==> src/rtl/sccb_slave_regfile.sv <==
// SCCB responder emulating the OV7725 register bank (256 x 8).
// Ports: sys_clk/sys_rst_n; scl, sda_in bus inputs; sda_oe open-drain pull;
//   reg_wr_en/addr/data write strobe; dbg_rd_addr/data backdoor; busy.
module sccb_slave_regfile #(
  parameter logic [6:0] DEV_ADDR = 7'h21,
  parameter logic [7:0] PID_VAL  = 8'h77,
  parameter logic [7:0] VER_VAL  = 8'h21
) (
  input  logic       sys_clk,
  input  logic       sys_rst_n,
  input  logic       scl,
  input  logic       sda_in,
  output logic       sda_oe,
  output logic       reg_wr_en,
  output logic [7:0] reg_wr_addr,
  output logic [7:0] reg_wr_data,
  input  logic [7:0] dbg_rd_addr,
  output logic [7:0] dbg_rd_data,
  output logic       busy
);

  typedef enum logic [2:0] {
    IDLE, DEV, ACK, SUB, WDAT, RDAT, RACK, WAIT_STOP
  } state_t;

  localparam logic [7:0] PID_ADR = 8'h0A;
  localparam logic [7:0] VER_ADR = 8'h0B;
  localparam logic [7:0] COM_ADR = 8'h12;

  // [0],[1] synchronizer, [2] history
  logic [2:0] scl_q, sda_q;
  logic       scl_s, scl_h, sda_s, sda_h;
  logic       rise_c, fall_c, start_c, stop_c;

  state_t     state_q, state_d;
  state_t     ack_nxt_q, ack_nxt_d;
  logic [2:0] cnt_q, cnt_d;
  logic [6:0] sh_q, sh_d;
  logic [6:0] rd_sh_q, rd_sh_d;
  logic [7:0] sub_q, sub_d;
  logic       ack_drv_q, ack_drv_d;
  logic       done_q, done_d;
  logic       ld_q, ld_d;
  logic       oe_q, oe_d;
  logic       busy_q, busy_d;
  logic       wr_en_q, wr_en_d;
  logic [7:0] wr_addr_q, wr_addr_d;
  logic [7:0] wr_data_q, wr_data_d;
  logic [7:0] mem_q [256];
  logic [7:0] byte_w, sub_rd;
  logic       byte_end;

  assign scl_s = scl_q[1];
  assign scl_h = scl_q[2];
  assign sda_s = sda_q[1];
  assign sda_h = sda_q[2];

  assign rise_c  = scl_s & ~scl_h;
  assign fall_c  = ~scl_s & scl_h;
  assign start_c = scl_s & scl_h & sda_h & ~sda_s;
  assign stop_c  = scl_s & scl_h & ~sda_h & sda_s;

  assign byte_w   = {sh_q, sda_s};
  assign byte_end = rise_c && (cnt_q == 3'd7);

  assign sda_oe      = oe_q;
  assign busy        = busy_q;
  assign reg_wr_en   = wr_en_q;
  assign reg_wr_addr = wr_addr_q;
  assign reg_wr_data = wr_data_q;

  always_comb begin
    unique case (1'b1)
      (sub_q == PID_ADR): sub_rd = PID_VAL;
      (sub_q == VER_ADR): sub_rd = VER_VAL;
      default:            sub_rd = mem_q[sub_q];
    endcase
  end

  always_comb begin
    unique case (1'b1)
      (dbg_rd_addr == PID_ADR): dbg_rd_data = PID_VAL;
      (dbg_rd_addr == VER_ADR): dbg_rd_data = VER_VAL;
      default:                  dbg_rd_data = mem_q[dbg_rd_addr];
    endcase
  end

  always_ff @(posedge sys_clk or negedge sys_rst_n) begin
    if (!sys_rst_n) begin
      scl_q <= 3'b111;
      sda_q <= 3'b111;
    end else begin
      scl_q <= {scl_q[1:0], scl};
      sda_q <= {sda_q[1:0], sda_in};
    end
  end

  always_comb begin
    state_d   = state_q;
    ack_nxt_d = ack_nxt_q;
    cnt_d     = cnt_q;
    sh_d      = sh_q;
    rd_sh_d   = rd_sh_q;
    sub_d     = sub_q;
    ack_drv_d = ack_drv_q;
    done_d    = done_q;
    ld_d      = ld_q;
    oe_d      = oe_q;
    busy_d    = busy_q;
    wr_en_d   = 1'b0;
    wr_addr_d = wr_addr_q;
    wr_data_d = wr_data_q;
    if (start_c) begin
      state_d   = DEV;
      cnt_d     = 3'd0;
      oe_d      = 1'b0;
      busy_d    = 1'b1;
      ack_drv_d = 1'b0;
      done_d    = 1'b0;
      ld_d      = 1'b0;
    end else if (stop_c) begin
      state_d   = IDLE;
      cnt_d     = 3'd0;
      oe_d      = 1'b0;
      busy_d    = 1'b0;
      ack_drv_d = 1'b0;
      done_d    = 1'b0;
      ld_d      = 1'b0;
    end else begin
      unique case (state_q)
        DEV: begin
          if (rise_c) begin
            sh_d  = byte_w[6:0];
            cnt_d = cnt_q + 3'd1;
          end
          if (byte_end) begin
            if (byte_w[7:1] == DEV_ADDR) begin
              state_d   = ACK;
              ack_nxt_d = byte_w[0] ? RDAT : SUB;
            end else begin
              state_d = WAIT_STOP;
            end
          end
        end
        SUB: begin
          if (rise_c) begin
            sh_d  = byte_w[6:0];
            cnt_d = cnt_q + 3'd1;
          end
          if (byte_end) begin
            sub_d     = byte_w;
            state_d   = ACK;
            ack_nxt_d = WDAT;
          end
        end
        WDAT: begin
          if (rise_c) begin
            sh_d  = byte_w[6:0];
            cnt_d = cnt_q + 3'd1;
          end
          if (byte_end) begin
            wr_en_d   = 1'b1;
            wr_addr_d = sub_q;
            wr_data_d = byte_w;
            sub_d     = sub_q + 8'd1;
            state_d   = ACK;
            ack_nxt_d = WDAT;
          end
        end
        ACK: begin
          // first fall starts the pull, second fall ends it
          if (fall_c) begin
            if (!ack_drv_q) begin
              ack_drv_d = 1'b1;
              oe_d      = 1'b1;
            end else begin
              ack_drv_d = 1'b0;
              state_d   = ack_nxt_q;
              if (ack_nxt_q == RDAT) begin
                rd_sh_d = sub_rd[6:0];
                oe_d    = ~sub_rd[7];
              end else begin
                oe_d = 1'b0;
              end
            end
          end
        end
        RDAT: begin
          if (rise_c) begin
            cnt_d = cnt_q + 3'd1;
            if (cnt_q == 3'd7) done_d = 1'b1;
          end
          if (fall_c) begin
            if (done_q) begin
              done_d  = 1'b0;
              oe_d    = 1'b0;
              state_d = RACK;
            end else if (ld_q) begin
              // re-entry after master ACK: load at this fall
              ld_d    = 1'b0;
              rd_sh_d = sub_rd[6:0];
              oe_d    = ~sub_rd[7];
            end else begin
              rd_sh_d = {rd_sh_q[5:0], 1'b0};
              oe_d    = ~rd_sh_q[6];
            end
          end
        end
        RACK: begin
          if (rise_c) begin
            if (!sda_s) begin
              sub_d   = sub_q + 8'd1;
              ld_d    = 1'b1;
              state_d = RDAT;
            end else begin
              state_d = WAIT_STOP;
            end
          end
        end
        IDLE, WAIT_STOP: begin
          state_d = state_q;
        end
        default: state_d = IDLE;
      endcase
    end
  end

  always_ff @(posedge sys_clk or negedge sys_rst_n) begin
    if (!sys_rst_n) begin
      state_q   <= IDLE;
      ack_nxt_q <= IDLE;
      cnt_q     <= '0;
      sh_q      <= '0;
      rd_sh_q   <= '0;
      sub_q     <= '0;
      ack_drv_q <= 1'b0;
      done_q    <= 1'b0;
      ld_q      <= 1'b0;
      oe_q      <= 1'b0;
      busy_q    <= 1'b0;
      wr_en_q   <= 1'b0;
      wr_addr_q <= '0;
      wr_data_q <= '0;
    end else begin
      state_q   <= state_d;
      ack_nxt_q <= ack_nxt_d;
      cnt_q     <= cnt_d;
      sh_q      <= sh_d;
      rd_sh_q   <= rd_sh_d;
      sub_q     <= sub_d;
      ack_drv_q <= ack_drv_d;
      done_q    <= done_d;
      ld_q      <= ld_d;
      oe_q      <= oe_d;
      busy_q    <= busy_d;
      wr_en_q   <= wr_en_d;
      wr_addr_q <= wr_addr_d;
      wr_data_q <= wr_data_d;
    end
  end

  // ID registers are read-only; COM7 bit7 wipes the bank
  always_ff @(posedge sys_clk or negedge sys_rst_n) begin
    if (!sys_rst_n) begin
      for (int i = 0; i < 256; i++) mem_q[i] <= 8'h00;
    end else if (wr_en_d) begin
      if (wr_addr_d == COM_ADR && wr_data_d[7]) begin
        for (int i = 0; i < 256; i++)
          mem_q[i] <= (i == 18) ? {1'b0, wr_data_d[6:0]} : 8'h00;
      end else if (wr_addr_d != PID_ADR && wr_addr_d != VER_ADR) begin
        mem_q[wr_addr_d] <= wr_data_d;
      end
    end
  end

endmodule

==> config.mk <==
export PLATFORM = sky130hd
export DESIGN_NAME = sccb_slave_regfile
export DESIGN_NICKNAME = d
export VERILOG_FILES = /design/src/rtl/sccb_slave_regfile.sv
export SDC_FILE = /design/constraint.sdc
export NUM_CORES = 2
export LEC_CHECK = 0
export BUFFER_PORTS_ARGS = -buffer_cell sky130_fd_sc_hd__buf_4
export CAP_MARGIN = 20
export CELL_PAD_IN_SITES_DETAIL_PLACEMENT = 0
export CELL_PAD_IN_SITES_GLOBAL_PLACEMENT = 1
export CORE_UTILIZATION = 40
export CTS_CLUSTER_DIAMETER = 100
export DETAILED_ROUTE_END_ITERATION = 8
export PLACE_DENSITY = 0.71
export SYNTH_ARGS = -nofsm -noshare
export SYNTH_HDL_FRONTEND = slang
export SYNTH_SLANG_ARGS = --single-unit
export TNS_END_PERCENT = 10
==> constraint.sdc <==
create_clock -name sys_clk -period 3.8 [get_ports sys_clk]
set_clock_uncertainty 0.1 [all_clocks]
set_input_delay 0.38 -clock sys_clk [delete_from_list [all_inputs] [get_ports sys_clk]]
set_output_delay 0.38 -clock sys_clk [all_outputs]
set_load 0.05 [all_outputs]
Word-level counts from Yosys, hierarchy flattened
Cells that the tools add are included.
Widths: inputs -> output; s select.
{"block": "totals", "ram_bits": 0, "romBits": 0, "mem_count": 0, "inputBits": 12, "out_inout_bits": 27, "latchBits": 0, "elab_cells": 454, "ff_bits": 2107}
{"block": "op_classes", "n_bitwise": 18, "n_addsub": 2, "div": 0, "n_mul": 0, "order_cmp": 4, "n_reduce_logical": 31, "n_eq_ne": 39, "muxes": 88, "n_shift": 0}
{"cell": "$mux 2048", "n": 2}
{"cell": "$bwmux 2048", "n": 1}
{"cell": "$mux 8", "n": 17}
{"cell": "$bmux 8 s8", "n": 2}
{"cell": "$demux 8 s8", "n": 1}
{"cell": "$mux 3", "n": 18}
{"cell": "$mux 7", "n": 6}
{"cell": "$eq 8x4->1 const B", "n": 4}
{"cell": "$mux 1", "n": 32}
{"cell": "$ne 4x4->1 const B", "n": 8}
{"cell": "$pmux 8 s2", "n": 2}
{"cell": "$ge 9x9->1 const B", "n": 3}
{"cell": "$not 8->9", "n": 3}
{"cell": "$pmux 8 s3", "n": 1}
{"cell": "$ne 2x2->1 const B", "n": 11}
{"cell": "$eq 3x3->1 const B", "n": 6}
{"cell": "$reduce_bool 3->1", "n": 6}
{"cell": "$ne 8x4->1 const B", "n": 2}
{"cell": "$reduce_and 8->1", "n": 2}
{"cell": "$pmux 3 s5", "n": 1}
{"cell": "$pmux 7 s2", "n": 1}
{"cell": "$lt 9x1->1 const B", "n": 1}
{"cell": "$add 8x1->8 const B", "n": 1}
{"cell": "$eq 8x5->1 const B", "n": 1}
{"cell": "25 further kinds", "n": 50}

Logic depth before layout (Yosys ltp)
{"block": "depth", "depth_word": 15, "mapped_depth": 14, "mapped_depth_nobuf": 9}

Worst setup path before layout
Ideal clock, no wire load.
{"block": "synth_timing", "path_type": "in2out", "from": "input port dbg_rd_addr[1]", "to": "output port dbg_rd_data[3]", "n_path_buf": 6, "required_ns": 3.320, "path_slack_ns": -0.582, "arrival_time_ns": 3.902, "path_stages": 11, "cell_sequence": "buf_4 -> buf_4 -> buf_2 -> buf_2 -> clkbuf_1 -> clkbuf_1 -> mux4_2 -> mux2i_1 -> a22oi_1 -> a311oi_1 -> nor4_1"}
{"block": "synth_via", "elab_chain_len": 5, "word_cells_on_any_way": 7, "classes_between": "2 x eq/ne; 4 x mux; 1 x bitwise"}
{"element": "start, declared", "line_no": "17", "rtl": "input logic [7:0] dbg_rd_addr,"}
{"element": "$not 8->9 (implied by the code)", "line_no": "84", "rtl": "default: dbg_rd_data = mem_q[dbg_rd_addr];"}
{"element": "$bmux 8 s8", "line_no": "84"}
{"element": "$mux 8 (implied by the code) (2 in series)", "line_no": "84"}
{"element": "$pmux 8 s2 *", "line_no": "81", "rtl": "unique case (1'b1)"}
{"element": "end, declared", "line_no": "18", "rtl": "output logic [7:0] dbg_rd_data,"}
Every way passes the cells marked *; elsewhere a longest branch is shown, timed or not. The select of a mux whose other input is x is not followed.

Final worst setup path
{"block": "layout_timing", "from": "register mem_q[1536] in the netlist's numbering", "to": "output port dbg_rd_data[0]"}
{"block": "layout_via", "elab_chain_len": 4}
{"element": "start, declared", "line_no": "49", "rtl": "logic [7:0] mem_q [256];"}
{"element": "start signal, assigned by index", "line_no": "269", "rtl": "mem_q[i] <= (i == 18) ? {1'b0, wr_data_d[6:0]} : 8'h00;"}
{"element": "start signal, assigned by index", "line_no": "271", "rtl": "mem_q[wr_addr_d] <= wr_data_d;"}
{"element": "$bmux 8 s8", "line_no": "84"}
{"element": "$mux 8 (implied by the code) (2 in series)", "line_no": "84"}
{"element": "$pmux 8 s2", "line_no": "81"}
No other way between the ends. The select of a mux whose other input is x is not followed.

==> summary.txt <==
Worst setup path
  – Critical path's slowest cell: mux4_2
  – Startpoint Class: flop
  – CP max FO: 3
  – R2R Setup Slk: -70 ps
  – Req. time, crit path: 3320 ps
  – Crit path capture type: output port
  – Slowest Stage Delay on Critical Path: 540 ps
  – Critical path class: reg -> out
  – WP data arrival: 3890 ps
  – Crit-path cells: mux4_2 -> mux4_2 -> a21oi_4 -> nor3_4 -> or3_4 -> or3_4 -> buf_8

Pwr
  – LEAKAGE: 55.83 nW
  – Power, Total: 61.33 mW
  – Pwr per Cell Area: 445.9 mW/mm^2
  – Peak supply drop: 0.4261 mV

Floorplan
  – Num rows: 193
  – DIE HEIGHT: 530.6 um
  – Die area: 0.2816 mm^2
  – I/O pin cnt: 39
  – DIE WIDTH: 530.6 um
  – Initial Util: 40.32%
  – Area of the core: 0.2772 mm^2

Clock network
  – Clock tree root buffer cell: clkbuf_16
  – Clk buf depth: 4
  – CTS sink count: 2106
  – CTS clk-pin slew, worst paths: 70 ps
  – CTS HTree Levels: 4
  – CTS tree: done
  – Number of buffers created by CTS: 240
  – Worst-Skew Late Latency: 960 ps

Global route
  – GR Overflow Total: 0
  – Largest net degree at the start of global routing: 179
  – First-pass GRT wire length: 773000 um
  – Number of global-route vias before repair: 94110
  – Total Routing Usage GR: 39.27%
  – Initial antenna violation count: 44

Placement
  – Final HPWL DP: 396200 um
  – IO Port Bufs: 38
  – RD Place Congestion: 1.039

Logic synthesis
  – Main synth FF type: dfrtp_1
  – Count leader, synth: dfrtp_1
  – Area share of the largest cell type after synthesis: 47.01%
  – Synthesis Warnings: 0
  – Top cells by area in the synthesized netlist: dfrtp_1, mux4_2, o2bb2ai_1
  – Synth cell count leaders: dfrtp_1, mux4_2, o2bb2ai_1
  – Netlist cell types: 88
  – Post-synth EDFFs: 0
  – Post-synthesis register bit count: 2106
  – Syn_nets: 8525
  – Synthesized area per cell: 13.14 um^2
  – Mapped cell area: 0.1118 mm^2
  – Mapped Cells: 8509
  – Area leader, netlist: dfrtp_1
  – FFs w/ async S/R, synth: 100.0%
  – Sequential area share after synthesis: 47.15%

Timing
  – Worst setup margin: -565.3 ps
  – Setup TNS Final: -3179 ps
  – Final period utilization: 114.9%
  – Max Slew Vio Count: 0
  – Unrepaired setup endpoints after global routing: yes
  – Period minus WS final: 4365 ps
  – Final setup viols: 10
  – Slew @ Worst Pin: 1165 ps
  – Fmax: 0.2291 GHz
  – Slew headroom: 22.34%
  – Final Hold Fails: 0

Flow run
  – Max_cap viols: 0

Drt
  – Via-per-instance ratio: 7.149
  – Routed WL per cell: 41.29 um
  – Post-Route WL: 554800 um
  – First drt pass iteration count: 8
  – Vias post-DR: 96070
  – Routed Antenna Nets: 0
  – # DRC: 0
  – DRT iter0 DRCs: 13390

Outcome
  – Failing checks: setup timing
  – Status: finished with violations

Cells and area
  – Layout Area Growth over Synthesis: 23.04%
  – Share of layout cells above drive strength 1: 36.07%
  – Filler cells: 24060
  – Fin nets: 9525

Hold path
  – Min-delay worst type: in -> async
-- cell type report --
class	count	area, um^2	area share [%]
Inverter	36	152.6	0.1110
Antenna cell	26	65.06	0.04731
Clock buffer	331	6879	5.002
Clock inverter	109	1359	0.9880
Tap cell	3705	4636	3.371
Multi-Input combinational cell	5600	56580	41.14
Sequential cell	2106	52730	38.34
Timing Repair Buffer	1525	15120	10.99
-- worst max-delay path: cells and delay by family, from the launching register on --
family	cells	cell delay [ps]
compound gates	1	320
buf+inv	1	160
flops	1	410
mux	2	1040
simple gates	3	1030
-- routing by layer --
layer / vias up / routed length, um / share of wire [%] / GRT usage, %
li1: 36440 / - / - / -
met1: 50530 / 203000 / 37 / 50.78
met2: 7325 / 232000 / 42 / 55.08
met3: 1720 / 73860 / 13 / 14.11
met4: 54 / 45370 / 8.2 / 26.54
met5: - / 528 / 0.095 / 0
-- cell usage in the layout, fill, tap and decap left out, types with 20 or more instances in the layout --
cell | Yosys | layout
buf_12 | 0 | 282
buf_4 | 100 | 1213
nor2_1 | 310 | 298
a221oi_1 | 42 | 32
dfrtp_1 | 2100 | 2093
o2bb2ai_1 | 981 | 981
diode_2 | 0 | 26
nand3_1 | 47 | 46
a21oi_1 | 129 | 117
nor4_1 | 51 | 40
nand2_1 | 707 | 695
mux4_2 | 1049 | 1049
o211ai_1 | 21 | 21
a22o_1 | 689 | 686
a22oi_1 | 134 | 123
or2_2 | 19 | 20
nor3_2 | 51 | 53
clkbuf_1 | 415 | 39
clkbuf_8 | 0 | 52
o21ai_2 | 216 | 217
bufinv_16 | 0 | 23
inv_1 | 26 | 22
nor2b_1 | 55 | 47
clkbuf_16 | 0 | 241
a211oi_1 | 24 | 21
o21ai_0 | 435 | 429
a31oi_1 | 27 | 21
o22ai_1 | 46 | 42
nor3_1 | 42 | 32
clkinv_2 | 0 | 54
o21ai_1 | 39 | 42
mux2_2 | 36 | 35
mux2i_1 | 204 | 184
-- stage by stage --
stage | setup WS [ps] | hold WS, ps | cells | utilization, % | cell area [um^2]
final | -565.3 | 168.2 | 13440 | 49.61 | 137500
after global routing | -553.6 | 217.5 | 13420 | 49.59 | 137500
after CTS | -621.2 | 172.5 | 13410 | 49.51 | 137200
after detailed placement | -1424 | 226.6 | 12940 | 46.16 | 128000
after global placement | -1465 | 246.2 | 12940 | 46.16 | 128000
after floorplan | -40.17 | -15.59 | 8509 | - | 111800
-- worst paths after layout --
check	from	depth (start not counted)	end
worst max-delay path	mem_q[1536]$_DFFE_PN0P_	7	dbg_rd_data[0]
worst min-delay path	sys_rst_n	3	mem_q[1316]$_DFFE_PN0P_
worst max register to register	sub_q[0]$_DFFE_PN0P_	10	sda_oe$_DFFE_PN0P_
worst min register to register	sda_q[0]$_DFF_PN1_	0	sda_q[1]$_DFF_PN1_
max in group asynchronous	sys_rst_n	3	mem_q[98]$_DFFE_PN0P_
min in group sys_clk	sda_q[0]$_DFF_PN1_	0	sda_q[1]$_DFF_PN1_
-- report_power, final --
group / switching (mW) / internal, mW / total, mW / leakage (nW)
combinational: 9.06 / 4.68 / 13.7 / 22.4
clock: 10.4 / 14.2 / 24.7 / 4.04
sequential: 0.356 / 22.6 / 22.9 / 29.4
-- state kept, by name, indices dropped and copies added (netlist names) --
signal,cells
reg_wr_en,1
reg_wr_addr,8
ack_drv_q,1
ld_q,1
sh_q,7
sub_q,8
ack_nxt_q,3
mem_q,2047
cnt_q,3
rd_sh_q,7
reg_wr_data,8
sda_oe,1
scl_q,3
busy,1
sda_q,3
done_q,1
state_q,3
-- cells by family (layout without fill, tap and decap cells) --
group | Yosys count | in the layout | synth area share (%)
AO/OA/AOI/OAI | 2901 | 2901 | 20.36
XOR/XNOR | 3 | 3 | 0.02351
buffers and inverters | 803 | 2001 | 3.275
AND/OR/NAND/NOR | 1402 | 1402 | 5.798
other | 0 | 26 | 0
multiplexers | 1290 | 1290 | 23.35
flip-flops | 2106 | 2106 | 47.15
adder cells (fa/ha/maj) | 4 | 4 | 0.04478
-- repair_timing --
action	in CTS	in global routing
setup endpoints to repair	110	210
hold buffers	6	0
pin swaps	34	20
hold endpoints to repair	1581	0
buffers inserted	31	4
gates resized for setup	151	42
No activity file was read; power rests on OpenSTA's default activity.
